$ cat src/rtl/cpu_dbg_pkg.sv
// Shared debug-unit types: monitor FSM encoding and status flag layout.
package cpu_dbg_pkg;

  typedef enum logic [1:0] {
    ST_IDLE = 2'd0,
    ST_RUN  = 2'd1,
    ST_DONE = 2'd2
  } state_t;

  localparam int FLAG_W        = 4;
  localparam int FLAG_DONE     = 0;
  localparam int FLAG_TIMEOUT  = 1;
  localparam int FLAG_HALTED   = 2;
  localparam int FLAG_OVERFLOW = 3;

  typedef logic [FLAG_W-1:0] flags_t;

endpackage

$ cat src/rtl/trace_ring.sv
// Circular PC trace store; read index 0 is the oldest held entry.
module trace_ring #(
  parameter int W     = 32,
  parameter int DEPTH = 16,
  localparam int AW   = $clog2(DEPTH)
) (
  input  logic          clk,
  input  logic          rst_n,
  input  logic          clr,
  input  logic          we,
  input  logic [W-1:0]  wdata,
  input  logic [AW-1:0] rd_idx,
  output logic [W-1:0]  rd_data,
  output logic [AW:0]   cnt,
  output logic          full
);

  logic [W-1:0]  mem [DEPTH];
  logic [AW-1:0] wptr;
  logic [AW-1:0] base;

  assign full = cnt == (AW+1)'(DEPTH);

  always_ff @(posedge clk) begin
    if (!rst_n) begin
      wptr <= '0;
      cnt  <= '0;
    end else if (clr) begin
      wptr <= '0;
      cnt  <= '0;
    end else if (we) begin
      wptr <= wptr + 1'b1;
      if (!full) cnt <= cnt + 1'b1;
    end
  end

  // storage is never reset; cnt alone says what is valid
  always_ff @(posedge clk) begin
    if (we) mem[wptr] <= wdata;
  end

  // once full, the oldest entry sits at the write pointer
  assign base    = full ? wptr : '0;
  assign rd_data = mem[base + rd_idx];

endmodule

$ cat src/rtl/pc_trace_monitor.sv
// Non-intrusive PC tracer with stall, breakpoint and cycle-budget stop.
module pc_trace_monitor
  import cpu_dbg_pkg::*;
#(
  parameter int PC_WIDTH    = 32,
  parameter int DEPTH       = 16,
  parameter int MAX_CYCLES  = 10,
  parameter int STALL_LIMIT = 4,
  localparam int AW         = $clog2(DEPTH)
) (
  input  logic                clk,
  input  logic                rst_n,
  input  logic                en,
  input  logic [PC_WIDTH-1:0] pc,
  input  logic [PC_WIDTH-1:0] halt_addr,
  input  logic                halt_addr_en,
  input  logic [AW-1:0]       rd_idx,
  output logic [PC_WIDTH-1:0] rd_data,
  output logic                rd_valid,
  output logic [31:0]         cycle_cnt,
  output logic [AW:0]         trace_cnt,
  output logic                done,
  output logic                timeout,
  output logic                halted,
  output logic                overflow
);

  state_t              state, state_n;
  flags_t              flags, flags_n;
  logic [31:0]         cyc, cyc_n;
  logic [31:0]         stall, stall_n;
  logic [PC_WIDTH-1:0] prev, prev_n;
  logic                primed, primed_n;
  logic                rep, clr, we, full;

  always_ff @(posedge clk) begin
    if (!rst_n) begin
      state  <= ST_IDLE;
      flags  <= '0;
      cyc    <= '0;
      stall  <= '0;
      prev   <= '0;
      primed <= 1'b0;
    end else begin
      state  <= state_n;
      flags  <= flags_n;
      cyc    <= cyc_n;
      stall  <= stall_n;
      prev   <= prev_n;
      primed <= primed_n;
    end
  end

  always_comb begin
    state_n  = state;
    flags_n  = flags;
    cyc_n    = cyc;
    stall_n  = stall;
    prev_n   = prev;
    primed_n = primed;
    rep      = 1'b0;
    clr      = 1'b0;
    we       = 1'b0;
    unique case (state)
      ST_IDLE: begin
        if (en) begin
          state_n  = ST_RUN;
          flags_n  = '0;
          cyc_n    = '0;
          stall_n  = '0;
          primed_n = 1'b0;
          clr      = 1'b1;
        end
      end
      ST_RUN: begin
        if (!en) begin
          state_n = ST_IDLE;
          flags_n = '0;
        end else begin
          cyc_n    = (&cyc) ? cyc : cyc + 32'd1;
          // previous sample always equals the last written entry
          rep      = primed && (pc == prev);
          we       = !rep;
          stall_n  = rep ? stall + 32'd1 : 32'd0;
          prev_n   = pc;
          primed_n = 1'b1;
          if (we && full)
            flags_n[FLAG_OVERFLOW] = 1'b1;
          if (stall_n >= 32'(STALL_LIMIT - 1))
            flags_n[FLAG_HALTED] = 1'b1;
          if (halt_addr_en && pc == halt_addr)
            flags_n[FLAG_HALTED] = 1'b1;
          if (cyc_n >= 32'(MAX_CYCLES))
            flags_n[FLAG_TIMEOUT] = 1'b1;
          if (flags_n[FLAG_HALTED] || flags_n[FLAG_TIMEOUT]) begin
            flags_n[FLAG_DONE] = 1'b1;
            state_n            = ST_DONE;
          end
        end
      end
      ST_DONE: begin
        if (!en) begin
          state_n = ST_IDLE;
          flags_n = '0;
        end
      end
      default: state_n = ST_IDLE;
    endcase
  end

  trace_ring #(
    .W     (PC_WIDTH),
    .DEPTH (DEPTH)
  ) u_ring (
    .clk     (clk),
    .rst_n   (rst_n),
    .clr     (clr),
    .we      (we),
    .wdata   (pc),
    .rd_idx  (rd_idx),
    .rd_data (rd_data),
    .cnt     (trace_cnt),
    .full    (full)
  );

  assign rd_valid  = {1'b0, rd_idx} < trace_cnt;
  assign cycle_cnt = cyc;
  assign done      = flags[FLAG_DONE];
  assign timeout   = flags[FLAG_TIMEOUT];
  assign halted    = flags[FLAG_HALTED];
  assign overflow  = flags[FLAG_OVERFLOW];

endmodule

$ cat config.mk
export PLATFORM = sky130hd
export DESIGN_NAME = pc_trace_monitor
export DESIGN_NICKNAME = d
export VERILOG_FILES = /design/src/rtl/cpu_dbg_pkg.sv /design/src/rtl/trace_ring.sv /design/src/rtl/pc_trace_monitor.sv
export SDC_FILE = /design/constraint.sdc
export NUM_CORES = 1
export LEC_CHECK = 0
export CORE_MARGIN = 2
export CORE_UTILIZATION = 35
export CTS_BUF_LIST = sky130_fd_sc_hd__clkbuf_8
export DETAILED_ROUTE_END_ITERATION = 8
export HOLD_SLACK_MARGIN = 0.06
export PLACE_DENSITY = 0.53
export SLEW_MARGIN = 10
export SYNTH_ARGS = -nofsm -noshare
export SYNTH_HDL_FRONTEND = slang
export SYNTH_SLANG_ARGS = --single-unit
$ cat constraint.sdc
create_clock -name clk -period 4.25 [get_ports clk]
set_input_delay 0.6375 -clock clk [delete_from_list [all_inputs] [get_ports clk]]
set_output_delay 0.6375 -clock clk [all_outputs]
set_load 0.02 [all_outputs]
==> flow_summary.yaml <==
synth:
  synth_seq_cells: 624
  ys_warn_count: 0
  async_flop_share: 0
  synthFlopType: "edfxtp_1"
  yosys-top-cells-area: "edfxtp_1 57%, mux4_2 11%, dfxtp_1 8.3%"
  postSynthCellCount: 1881
  netlist_area_um2: 27000
  synth_edf_count: 512
  synth_nets: 1968
  synth_top_cell_area_share: 0.569
  synth_commonest_cells: "512 x edfxtp_1, 196 x nand2_1, 128 x mux4_2, 112 x dfxtp_1, 103 x nor2_1"
  synth_cell_types: 77
  syn_area_per_cell_um2: 14.4
  yosysTopAreaCell: "edfxtp_1"
  ys_seq_area_frac: 0.651
  yosysMostFrequentCell: "edfxtp_1"
critical_path:
  cp-start-kind: "flip-flop"
  worst-r2r-cell-count: 8
  worst_setup_path_end_kind: "output port"
  worstReg2RegStart: "cycle_cnt[9]"
  arrival_ns: 3.80
  regToRegSetupSlack_ns: 0.81
  cp_data_required_time_ns: 3.61
  critical_path_class: "reg2out"
  cp_max_fo: 8
  r2r-end: "flags[0]"
clocking:
  cts-root-buf: "clkbuf_8"
  cts_max_path_buffers: 3
  cts.sinks: 624
  cts.reportedPaths.clkPinSlew_ns: 0.05
  htreeDepth: 3
  holdBufCountCts: 0
  cts_buffers: 103
  clk_latency_ns: 0.71
  cts_tree: "built"
sta:
  slew_headroom: 0.357
  skew_ns: 0.0343
  grt_setup_unrepaired: "yes"
  setup_viol: 30
  hold_ws_ns: 0.471
  slew_violations: 0
  fin_crit_ns: 4.43
  worst_pin_slew_ns: 0.963
  setup_ws_ns: -0.183
  fin_setup_tns_ns: -2.08
  finalHoldViolCount: 0
  fmax_ghz: 0.226
  min_period_over_period: 1.04
floorplanning:
  initial_core_util: 0.355
  core.rowCount: 101
  core_area_um2: 76200
  die_h_um: 282
  fp.dieArea_um2: 79500
  die_w_um: 282
  ios: 146
run_status:
  violations: "negative setup slack"
  outcome: "finished, violations left"
cells_and_area:
  seqCellArea_um2: 17600
  multi_input_area_um2: 9290
  drive_above_1_share: 0.266
  fin_nets: 2300
  fill_cells: 6869
  area_growth_pct: 24.9
  antenna_cells: 0
pwr:
  ir_drop_uv: 197
  p_per_area_nw_per_um2: 373
  p_leak_nw: 11.1
global_route:
  grt_max_degree: 55
  antenna_found_initial: 9
  grtUsageTotal: 0.201
  grt_pass1_wl_um: 117000
  grt_overflow_total: 0
  grt_pass1_vias: 17920
worst_hold_path:
  min_delay_path_depth: 2
  holdPathEnd: "prev[29]"
  hold_path_class: "reg2reg"
  hp-start: "prev[29]"
routing:
  drc: 0
  drt-initial-drc-count: 1644
  ant_nets: 0
  vias: 17661
  wirelength_um: 79900
  first_pass_iters: 7
  wl_per_cell_um: 24.0
  viasPerCell: 5.31
place:
  portBuffers: 145
  dpl_worst_slack_ns: -0.383
  dp_hpwl_um: 49600
  gp_congestion: 0.877
job:
  drv_cap: 0
## area by class of cell
class,count,area share
Inverter,26,0.00289
Sequential cell,624,0.522
Tap cell,1030,0.0382
Clock buffer,108,0.0440
Timing Repair Buffer,345,0.105
Multi-Input combinational cell,1113,0.275
Clock inverter,82,0.0128
## power by group
| part | switching [mW] | internal, mW | leakage [nW] |
|---|---|---|---|
| Combinational | 0.557 | 0.462 | 4.49 |
| Clock | 2.43 | 2.49 | 1.10 |
| Sequential | 0.0175 | 6.65 | 5.52 |
## per-layer routing
metal	wire (µm)	GRT usage
met5	104	0
met4	2010	0.0619
met3	6360	0.0474
met2	37300	0.323
met1	34100	0.272
## repair_timing
action / in CTS / in global routing
cloned: 2 / 0
endpoints found under the hold margin: 0 / 0
buffers inserted: 29 / 20
pin swaps: 14 / 24
resized for setup: 218 / 67
setup endpoints to repair: 32 / 32
## sequential cells by signal (all words and copies together), names as in the netlist
signal / cells
u_ring.mem: 512
cycle_cnt: 32
flags: 4
u_ring.wptr: 4
stall: 32
primed: 1
state: 2
u_ring.cnt: 5
prev: 32
## cells in the final DEF (no fill, tap or decap), types with 15 or more instances in the layout
cell type | synthesis | layout
edfxtp_1 | 512 | 512
nand2_1 | 196 | 190
buf_4 | 5 | 148
mux4_2 | 128 | 128
clkdlybuf4s50_1 | 0 | 113
dfxtp_1 | 112 | 110
clkbuf_8 | 0 | 108
nor2_1 | 103 | 88
a21oi_1 | 68 | 68
xnor2_1 | 57 | 55
o21ai_0 | 55 | 54
inv_1 | 25 | 52
xor2_1 | 43 | 42
buf_12 | 0 | 42
nand4_1 | 36 | 36
nand3_1 | 35 | 34
nor3_1 | 35 | 31
a31oi_1 | 34 | 30
clkinv_1 | 1 | 29
a21boi_0 | 28 | 28
and2_1 | 42 | 26
a211oi_2 | 1 | 23
nor4_1 | 22 | 22
buf_6 | 1 | 22
and2_4 | 0 | 16
clkinv_2 | 0 | 15
## critical path: stages (launching register included)
cell	delay [ns]
dfxtp_2	0.32
inv_2	0.07
ha_4	0.15
nand3_4	0.08
nor2_4	0.11
ha_4	0.14
inv_2	0.03
fa_4	0.77
buf_12	0.17
buf_16	0.14
buf_12	0.12
buf_6	0.09
mux4_2	0.27
and2_4	0.17
a211oi_2	0.17
a31oi_2	0.08
buf_4	0.19
## through the flow
step / cell area (µm²) / power, mW / utilization / cells
floorplan: 27100 / 7.23 / - / 1881
detailed placement: 31100 / 7.75 / 0.409 / 3092
global placement: 31100 / 7.74 / 0.409 / 3092
finish: 33800 / 12.6 / 0.443 / 3328
global route: 33800 / 13.1 / 0.443 / 3328
CTS: 33500 / 12.7 / 0.440 / 3312
## kinds of logic after synthesis
logic type | after synthesis | synth area share
simple gates | 561 | 0.105
xor+xnor | 100 | 0.0324
compound gates | 294 | 0.0705
mux | 143 | 0.112
fa+ha+maj | 15 | 0.00722
flops | 624 | 0.651
buf+inv | 144 | 0.0215
## worst max-delay path by stage
stage / start / endpoint / slack, ns / depth (start not counted)
floorplan: state[0] / u_ring.mem[3][0] / 0.15 / 6
global placement: rd_idx[0] / rd_data[23] / -0.37 / 11
detailed placement: rd_idx[0] / rd_data[23] / -0.38 / 11
CTS: u_ring.cnt[1] / rd_data[8] / -0.28 / 16
global route: u_ring.cnt[0] / rd_data[8] / -0.30 / 16
finish: u_ring.cnt[1] / rd_data[8] / -0.18 / 16
No activity file was read; power rests on OpenSTA's default activity.
==> variant 1: new RTL, same flow settings <==
Set the parameter `PC_WIDTH` to 24 (it was 32).
--- a/src/rtl/pc_trace_monitor.sv
+++ b/src/rtl/pc_trace_monitor.sv
@@ -2,7 +2,7 @@
 module pc_trace_monitor
   import cpu_dbg_pkg::*;
 #(
-  parameter int PC_WIDTH    = 32,
+  parameter int PC_WIDTH    = 24,
   parameter int DEPTH       = 16,
   parameter int MAX_CYCLES  = 10,
   parameter int STALL_LIMIT = 4,
Interface: changed (resized halt_addr, pc and rd_data); port bits go from 146 to 122. No check against the original RTL was run, so the function may have changed too.
==> variant 1 against the original RTL <==
The run still ends with negative setup slack left. Sequential cell count shrank 136. Critical path depth grew 1. Cell area shrank 21%. Wire length shrank 23%. Area after synthesis shrank 19%. Power shrank 21%. Setup slack lost 80 ps. Largest power group unchanged. Highest routed layer unchanged.
==> variant 1: results (changes against the original RTL) <==
- Status: finished, violations left (unchanged)
- Violations in the final reports: negative setup slack (unchanged)
- Hold Worst Slack: 471 ps (about the same)
- Wire length on met1: 26900 um (was 34100 um)
- Global-route wire length before repair: 90800 um (was 117000 um)
- Routed via count divided by cell count: 5.27 (was 5.31)
- Number of I/O port buffers: 121 (was 145)
- Number of distinct library cell variants in the gate-level netlist after synthesis: 73 (was 77)
- Cell leakage power: 8.82 nW (was 11.1 nW)
- Max reg flops: 384 (was 512)
- GR met1 Demand/Resource: 26.0% (was 27.2%)
- Critical path fanouts, max: 5 (was 8)
- Worst-case register-to-register setup slack: 390 ps (was 810 ps)
- Worst Setup Slack, final: -263 ps (was -183 ps)
- Leading post-synthesis cells by instance count: edfxtp_1, nand2_1, dfxtp_1, mux4_2, clkbuf_1 (was edfxtp_1, nand2_1, mux4_2, dfxtp_1, nor2_1)
- Post-synthesis share of cell area spent on xor and xnor gates: 3.41% (was 3.24%)
- Multi-input gate area in the final layout: 8050 um^2 (was 9290 um^2)
- Fraction of synthesized area in multiplexers: 11.3% (was 11.2%)
- Fraction of the mapped netlist area in compound gates: 7.91% (was 7.05%)
- First-pass iteration count of the detailed router: 5 (was 7)
- Share of layout cells above drive strength 1: 23.1% (was 26.6%)
- Hpwl dp: 38500 um (was 49600 um)
- Sequential share of the synthesized area: 62.4% (was 65.1%)
- # Post-CTS Setup Buffers: 10 (was 29)
- Final TNS setup: -4300 ps (was -2080 ps)
- Slew at the pin closest to its max-slew limit: 1200 ps (was 963 ps)
- Global router's overall resource usage: 19.1% (was 20.1%)
- CP Data Arrival Time: 3880 ps (was 3800 ps)
- Met3 track demand over resource in global routing: 3.54% (was 4.74%)
- Number of failing setup endpoints in the final timing report: 24 (was 30)
- Number of gates resized after CTS: 155 (was 218)
- Post-Synthesis Net Count: 1656 (was 1968)
- Setup Skew: 54.2 ps (was 34.3 ps)
- Number of instances in the placed design: 2542 (was 3092)
- Syn_area_per_cell: 13.8 um^2 (was 14.4 um^2)
- Largest cells by area after synthesis: edfxtp_1, mux4_2, dfxtp_1 (unchanged)
- Final layout net count: 1878 (was 2300)
- Worst skew pair latency: 680 ps (was 710 ps)
==> variant 1: critical path: cells and delay by family (launching register included) <==
| family | cells | cell delay [ps] |
|---|---|---|
| DFF | 1 | 320 |
| and+or+nand+nor | 3 | 400 |
| AOI/OAI and AO/OA | 2 | 290 |
| buffers and inverters | 8 | 880 |
| muxes | 1 | 270 |
| adders and majority gates | 3 | 1040 |
==> variant 1: layout make-up <==
cell class	count	share of cell area (%)
Sequential cell	488	50.7
Multi-Input combinational cell	974	30.0
Timing Repair Buffer	242	9.16
Clock buffer	86	4.41
Tap cell	837	3.90
Clock inverter	67	1.53
Inverter	18	0.252
Antenna cell	1	0.00932
==> variant 1: path summary, 6_finish.rpt <==
check	endpoint	from	cells past startpoint
max	rd_data[12]	u_ring.cnt[1]	17
min	prev[7]	prev[7]	2
min reg2reg	prev[7]	prev[7]	2
max reg2reg	state[1]	cycle_cnt[1]	10
==> variant 2: new RTL, config.mk and constraints unchanged <==
Without the edit above. Register the inputs `en`, `pc`, `halt_addr`, `halt_addr_en` and `rd_idx` before use, without a reset. The logic sees them one clock later.
--- a/src/rtl/pc_trace_monitor.sv
+++ b/src/rtl/pc_trace_monitor.sv
@@ -24,6 +24,20 @@
   output logic                halted,
   output logic                overflow
 );
+
+  logic en_q;
+  logic [PC_WIDTH-1:0] pc_q;
+  logic [PC_WIDTH-1:0] halt_addr_q;
+  logic halt_addr_en_q;
+  logic [AW-1:0] rd_idx_q;
+
+  always_ff @(posedge clk) begin
+    en_q           <= en;
+    pc_q           <= pc;
+    halt_addr_q    <= halt_addr;
+    halt_addr_en_q <= halt_addr_en;
+    rd_idx_q       <= rd_idx;
+  end
 
   state_t              state, state_n;
   flags_t              flags, flags_n;
@@ -63,7 +77,7 @@
     we       = 1'b0;
     unique case (state)
       ST_IDLE: begin
-        if (en) begin
+        if (en_q) begin
           state_n  = ST_RUN;
           flags_n  = '0;
           cyc_n    = '0;
@@ -73,22 +87,22 @@
         end
       end
       ST_RUN: begin
-        if (!en) begin
+        if (!en_q) begin
           state_n = ST_IDLE;
           flags_n = '0;
         end else begin
           cyc_n    = (&cyc) ? cyc : cyc + 32'd1;
           // previous sample always equals the last written entry
-          rep      = primed && (pc == prev);
+          rep      = primed && (pc_q == prev);
           we       = !rep;
           stall_n  = rep ? stall + 32'd1 : 32'd0;
-          prev_n   = pc;
+          prev_n   = pc_q;
           primed_n = 1'b1;
           if (we && full)
             flags_n[FLAG_OVERFLOW] = 1'b1;
           if (stall_n >= 32'(STALL_LIMIT - 1))
             flags_n[FLAG_HALTED] = 1'b1;
-          if (halt_addr_en && pc == halt_addr)
+          if (halt_addr_en_q && pc_q == halt_addr_q)
             flags_n[FLAG_HALTED] = 1'b1;
           if (cyc_n >= 32'(MAX_CYCLES))
             flags_n[FLAG_TIMEOUT] = 1'b1;
@@ -99,7 +113,7 @@
         end
       end
       ST_DONE: begin
-        if (!en) begin
+        if (!en_q) begin
           state_n = ST_IDLE;
           flags_n = '0;
         end
@@ -116,14 +130,14 @@
     .rst_n   (rst_n),
     .clr     (clr),
     .we      (we),
-    .wdata   (pc),
-    .rd_idx  (rd_idx),
+    .wdata   (pc_q),
+    .rd_idx  (rd_idx_q),
     .rd_data (rd_data),
     .cnt     (trace_cnt),
     .full    (full)
   );
 
-  assign rd_valid  = {1'b0, rd_idx} < trace_cnt;
+  assign rd_valid  = {1'b0, rd_idx_q} < trace_cnt;
   assign cycle_cnt = cyc;
   assign done      = flags[FLAG_DONE];
   assign timeout   = flags[FLAG_TIMEOUT];
Function: changed (Yosys sat finds a counterexample within 4 cycles, from zero or initial values and one cycle with rst_n low).
==> variant 2 against the original RTL <==
The run still ends with negative setup slack left. Critical path depth fell by 1. Wire length grew 0.63%. Sequential cell count increased by 70. Power increased by 14%. Cell area rose by 4.9%. Setup slack worse by 91 ps. Area after synthesis grew 6.4%. Global-route usage decreased by 1.3 points. Critical path type unchanged.
==> variant 2: results (changes against the original RTL) <==
- Status: finished, violations left (unchanged)
- Violations in the final reports: negative setup slack (unchanged)
- TritonCTS Buffers: 113 (was 103)
- Worst R2R Start: pc_q[9] (was cycle_cnt[9])
- CP Data Arrival Time: 3890 ps (was 3800 ps)
- Post-synthesis share of cell area spent on xor and xnor gates: 2.89% (was 3.24%)
- Hold/Removal Path Class: input port to register (was register to register)
- Cell leakage power: 11.7 nW (was 11.1 nW)
- Multi-input gate area in the final layout: 9700 um^2 (was 9290 um^2)
- Non-filler instance count after layout: 3434 (was 3328)
- Number of DRC markers in iteration 0: 1394 (was 1644)
- Critical path fanouts, max: 9 (was 8)
- Number of distinct library cell variants in the gate-level netlist after synthesis: 78 (was 77)
- Global router's overall resource usage: 18.9% (was 20.1%)
- Worst Setup Slack, final: -275 ps (was -183 ps)
- Reg2reg end: u_ring.mem[10][10] (was flags[0])
- Cell area reported after detailed placement: 32400 um^2 (was 31100 um^2)
- Largest net degree at the start of global routing: 60 (was 55)
- Post-Synthesis Net Count: 2073 (was 1968)
- Count of fill cells added during filler insertion: 7430 (was 6869)
- Hpwl dp: 49100 um (was 49600 um)
- Number of failing setup endpoints in the final timing report: 32 (was 30)
- Worst supply voltage drop on vdd: 0.000240 V (was 0.000197 V)
- Number of antenna violations at the first check in global routing: 2 (was 9)
- Last weighted congestion value of the routability-driven placer: 0.839 (was 0.877)
- Final non-clock buffer share: 7.95% (was 10.5%)
- Total of plain and repair buffers excluding clock buffers: 287 (was 345)
- Antenna cells: 1 (was 0)
- Number of signal-net inverters in the final layout: 25 (was 26)
- Layout clock buffers: 135 (was 108)
- Global-route wire length before repair: 119000 um (was 117000 um)
- Total number of vias: 18100 (was 17700)
- Worst-case register-to-register setup slack: 660 ps (was 810 ps)
## variant 2: changes by cell type in the layout (fill, tap and decap cells not counted), sizes merged, moves of 7 or more
cell    unedited run  this run
buf              231       173
dfxtp            112       182
clkbuf           108       137
nand4             38        48
a21oi             68        36
and4               5        13
and3              15        22
clkinv            45        33
a21boi            28        55
nor2             103        71
a31oi             34        45
nor2b              8        35
## variant 2: repair_timing
item | CTS | global route
gates resized for setup | 247 | 34
cloned | 1 | 2
buffers inserted | 18 | 7
endpoints found under the setup margin | 32 | 32
pin swaps | 8 | 8
## variant 2: worst max-delay path: stages, from the launching register on
cell and delay, ps:
dfxtp_2 320, inv_2 60, ha_1 130, and4_1 210, and2_4 150, ha_4 130, inv_2 30, fa_4 800
buf_12 180, buf_12 120, buf_12 100, mux4_2 290, and2_4 170, a211oi_2 190, a31oi_1 80, buf_2 190
## variant 2: how the worst max path moves through the flow
stage / endpoint / startpoint
floorplan: rd_data[30] / u_ring.cnt[0]
CTS: rd_data[29] / u_ring.cnt[0]
global route: rd_data[23] / u_ring.cnt[0]
detailed placement: rd_data[2] / u_ring.cnt[0]
finish: rd_data[9] / u_ring.cnt[0]
global placement: rd_data[2] / u_ring.cnt[0]
## variant 2: power by group
part | leakage (nW) | switching [mW] | total [mW] | internal (mW)
clock network | 1.39 | 2.81 | 6.11 | 3.30
registers | 6.10 | 0.0596 | 7.38 | 7.32
logic | 4.25 | 0.492 | 0.916 | 0.424
## variant 2: routing by layer
layer  routed length [um]  GRT usage, %  part of all wire [%]
met1                34000          24.5                    42
met2                39600          31.9                    49
met3                 4500          3.48                   5.6
met4                 2240          6.22                   2.8
met5                    0             0                     0
